### src/rtl/regfile_sb.sv
// Parametrised integer register file with pending-write scoreboard, optional
// write-through bypass and a sequenced clear engine that zeroes the file in NREG-1 cycles.
module regfile_sb #(
    parameter int XLEN   = 32,
    parameter int NREG   = 32,
    parameter int BYPASS = 1,
    localparam int AW    = $clog2(NREG)
) (
    input  logic            clk,
    input  logic            rst_n,
    input  logic            regwrite,
    input  logic [AW-1:0]   wr,
    input  logic [XLEN-1:0] wd,
    input  logic [AW-1:0]   rs1,
    input  logic [AW-1:0]   rs2,
    output logic [XLEN-1:0] rd1,
    output logic [XLEN-1:0] rd2,
    input  logic            sb_set,
    input  logic [AW-1:0]   sb_addr,
    output logic            pend1,
    output logic            pend2,
    input  logic            clr_req,
    output logic            clr_busy
);

    typedef enum logic {IDLE = 1'b0, SWEEP = 1'b1} state_t;

    state_t          state_reg, state_next;
    logic [AW-1:0]   idx_reg, idx_next;
    logic [XLEN-1:0] regf_reg [NREG];
    logic [NREG-1:0] pending_reg, pending_next;
    logic            sweeping, clr_start, wr_en, sb_en, byp1, byp2;

    assign sweeping = (state_reg == SWEEP);
    assign clr_busy = sweeping;
    assign wr_en    = regwrite && (wr != '0) && !sweeping;
    assign sb_en    = sb_set && (sb_addr != '0) && !sweeping;

    always_ff @(posedge clk or negedge rst_n) begin
        if (!rst_n) begin
            state_reg   <= IDLE;
            idx_reg     <= '0;
            pending_reg <= '0;
        end else begin
            state_reg   <= state_next;
            idx_reg     <= idx_next;
            pending_reg <= pending_next;
        end
    end

    // The sweep starts at register 1 and leaves after writing NREG-1, so the
    // index wraps back to 0 exactly as the engine returns to IDLE.
    always_comb begin
        state_next = state_reg;
        idx_next   = idx_reg;
        clr_start  = 1'b0;
        case (state_reg)
            IDLE: begin
                if (clr_req) begin
                    state_next = SWEEP;
                    idx_next   = AW'(1);
                    clr_start  = 1'b1;
                end
            end
            SWEEP: begin
                idx_next = idx_reg + AW'(1);
                if (idx_reg == AW'(NREG - 1))
                    state_next = IDLE;
            end
            default: state_next = IDLE;
        endcase
    end

    // Register 0 never qualifies for a write, a sweep or a scoreboard set, so it stays 0.
    genvar gi;
    for (gi = 0; gi < NREG; gi++) begin : g_reg
        always_ff @(posedge clk or negedge rst_n) begin
            if (!rst_n)
                regf_reg[gi] <= '0;
            else if (sweeping && (idx_reg == AW'(gi)))
                regf_reg[gi] <= '0;
            else if (wr_en && (wr == AW'(gi)))
                regf_reg[gi] <= wd;
        end

        // A same-cycle scoreboard set beats the write-back clear.
        assign pending_next[gi] = clr_start                         ? 1'b0 :
                                  (sb_en && (sb_addr == AW'(gi)))   ? 1'b1 :
                                  (wr_en && (wr == AW'(gi)))        ? 1'b0 :
                                                                      pending_reg[gi];
    end

    assign byp1 = (BYPASS != 0) && wr_en && (wr == rs1);
    assign byp2 = (BYPASS != 0) && wr_en && (wr == rs2);

    assign rd1   = (rs1 == '0) ? '0 : (byp1 ? wd : regf_reg[rs1]);
    assign rd2   = (rs2 == '0) ? '0 : (byp2 ? wd : regf_reg[rs2]);
    assign pend1 = pending_reg[rs1] && !byp1;
    assign pend2 = pending_reg[rs2] && !byp2;

endmodule

### config.mk
export PLATFORM = sky130hd
export DESIGN_NAME = regfile_sb
export DESIGN_NICKNAME = d
export VERILOG_FILES = /design/src/rtl/regfile_sb.sv
export SDC_FILE = /design/constraint.sdc
export NUM_CORES = 2
export LEC_CHECK = 0
export CORE_AREA = 3 3 481 292
export DETAILED_ROUTE_END_ITERATION = 16
export DIE_AREA = 0 0 484 295
export DONT_BUFFER_PORTS = 1
export SYNTH_ARGS = -nofsm -noshare
export SYNTH_HDL_FRONTEND = slang
export SYNTH_SLANG_ARGS = --single-unit
### constraint.sdc
create_clock -name clk -period 3.9 [get_ports clk]
set_clock_uncertainty 0.1 [all_clocks]
set_input_delay 0.78 -clock clk [delete_from_list [all_inputs] [get_ports clk]]
set_output_delay 0.78 -clock clk [all_outputs]
set_load 0.005 [all_outputs]
==> flow_summary.yaml <==
finish:
  nFillCells: 12100
  seq_area_um2: 26600
  drive_above_1_share: 0.193
  multi_input_area_um2: 27600
  syn_to_final_growth_pct: 11.7
  utilization: 0.457
  final_nets: 4196
  largest_reg_flops: 1024
route:
  postRouteAntennaNets: 0
  wire_per_inst_um: 38.2
  first_pass_iters: 5
  vias_per_cell: 7.39
  dr.first_iter.drc_count: 7367
  num_vias: 44600
  drc_errors: 0
  wirelength_um: 231000
logic_synthesis:
  yosysWarnings: 0
  ys_seq_area_frac: 0.476
  yosys.cell_count.top_type: "a22o_1"
  synth_edf_count: 0
  synth_cells: 4386
  ys.flop_type: "dfrtp_1"
  synth_common_cells: "a22o_1 (1089), dfrtp_1 (1062), clkbuf_1 (436), mux2i_1 (411), mux4_2 (309)"
  synth.area.top_cells: "dfrtp_1 (48%), a22o_1 (17%), mux4_2 (12%)"
  async_flop_share: 1.00
  avgSynthCellArea_um2: 12.7
  ys_seq_elements: 1062
  ys_types: 53
  synth.net_count: 4449
  syn_area_um2: 55800
  synth_top_area_cell: "dfrtp_1"
  yosysTopAreaCellShare: 0.476
clocking:
  cts.sinks: 1062
  path_clk_slew_ns: 0.07
  cts-buffers-inserted: 102
  clock_latency_ns: 0.73
  cts_htree_levels: 3
  cts-root-buf: "clkbuf_16"
  cts_tree: "yes"
  clk_path_buf_depth: 3
place:
  dpl.hpwl_um: 134000
  io_buffers: 0
  gp_congestion: 0.917
  pre_cts_slack_ns: -0.186
global_routing:
  first_global_vias: 43400
  grt_pass1_wl_um: 329000
  track_usage: 0.316
  grt_start_max_net_pins: 395
  overflow: 0
  grt_antenna_before_repair: 10
floorplanning:
  die_x_um: 484
  dieHeight_um: 295
  die_area_um2: 143000
  initial_core_util: 0.409
  coreArea_um2: 136000
  fp-row-count: 105
  io_pins: 124
pwr:
  peakVddDrop_mv: 0.374
  total_leakage_power_uw: 0.0277
  power_density_nw_per_um2: 520
outcome:
  status: "finished with violations"
  violations: "negative hold slack, max-capacitance violations, negative setup slack"
timing:
  fin_crit_ns: 4.07
  slew_headroom: 0.00665
  final_hold_viol_count: 23
  worstMarginPinSlew_ns: 1.49
  fin_ws_ns: -0.174
  timing.hold.ws_ns: -0.0329
  max_freq_mhz: 245
  slew_violations: 0
  final.period_utilization: 1.04
  finalSetupViolCount: 17
  rsz0062_at_grt: "true"
worst_setup_path:
  worstPathArrival_ns: 3.19
  cp_max_fo: 329
  start_kind: "input pin"
  cp_data_required_time_ns: 3.02
  worstSetupPathType: "input pin to primary output"
  cp-end-kind: "primary output"
job:
  max-cap-violations: 1
hold_path:
  hp-class: "input pin to async pin"
## what timing repair did
item                                    4_1_cts  5_1_grt
gates cloned                                  0        0
hold endpoints to repair                    144       58
pin swaps                                     1        5
resized for setup                             4       22
hold buffers                                  3        1
endpoints found under the setup margin        5       11
buffers inserted                              0        5
## logic make-up (layout without fill, tap and decap cells)
group                      count (synthesis)  after routing  synth area share
other                                      0              5                 0
AOI/OAI and AO/OA                       1598           1598             0.239
DFF                                     1062           1062             0.476
muxes                                    724            724             0.199
xor gates and xnor gates                  12             12           0.00188
adders and majority gates                  6              6           0.00134
buffers and inverters                    597            425            0.0428
and+or+nand+nor                          387            387            0.0397
## area by class of cell
cell class / instances / share of cell area
Inverter: 5 / 0.000301
Timing Repair Buffer: 235 / 0.0371
Multi-Input combinational cell: 2727 / 0.443
Sequential cell: 1062 / 0.426
Antenna cell: 5 / 0.000201
Clock inverter: 43 / 0.00873
Clock buffer: 142 / 0.0479
Tap cell: 1819 / 0.0365
## metal layers
metal	GRT usage	share of wire	up-vias
met5	0.0119	0.0015	-
met1	0.463	0.42	23400
met4	0.104	0.035	16
li1	-	-	17100
met3	0.145	0.16	495
met2	0.408	0.39	3592
## worst max-delay path: stages
cell	delay [ns]
and3b_2	0.47
buf_4	0.24
a22oi_1	0.22
o2111ai_1	0.36
a31oi_2	0.50
buf_4	0.21
buf_4	0.11
## path summary, 6_finish.rpt
path | cells past startpoint | slack, ns | startpoint | endpoint
worst min register to register | 1 | 0.41 | regf_reg[997] | regf_reg[997]
min in group clk | 1 | 0.07 | clr_req | idx_reg[2]
max in group asynchronous | 4 | 1.52 | rst_n | regf_reg[785]
worst min-delay path | 1 | -0.03 | rst_n | regf_reg[125]
worst max register to register | 6 | 0.62 | clr_busy | regf_reg[942]
worst max-delay path | 7 | -0.17 | rs2[1] | rd2[22]
## per-stage QoR
stage | cells | hold WS (ns) | power (µW) | TNS [ns] | cell area (µm²)
after floorplan | 4386 | 0.367 | 18800 | 0 | 55800
after global placement | 5837 | 0.391 | 21300 | -0.288 | 58600
after detailed placement | 5837 | 0.394 | 21500 | -0.433 | 58600
after CTS | 6025 | 0.0323 | 32200 | 0 | 62200
after global routing | 6034 | 0.0496 | 33500 | 0 | 62400
final | 6038 | -0.0329 | 32400 | -1.14 | 62400
## layout by cell type (no fill, tap or decap), types with 33 or more instances in the layout
cell type	n
o21ai_0	33
o31ai_1	33
nand2_1	58
dfrtp_1	1062
nand4_1	33
a21oi_1	34
nor2b_1	49
a221oi_1	33
a22o_1	1089
a211oi_1	34
a22oi_1	157
mux4_2	309
buf_4	193
nand3_1	66
nand2b_1	33
clkbuf_16	107
and2_1	36
mux2i_1	411
## where the power goes
part | internal, µW | switching, µW | leakage [µW]
logic | 3480 | 3770 | 0.0113
registers | 12800 | 1590 | 0.0147
clock network | 6090 | 4680 | 0.00173
total | 22400 | 10000 | 0.0277
Note: power is estimated with default switching activity, not from simulation.
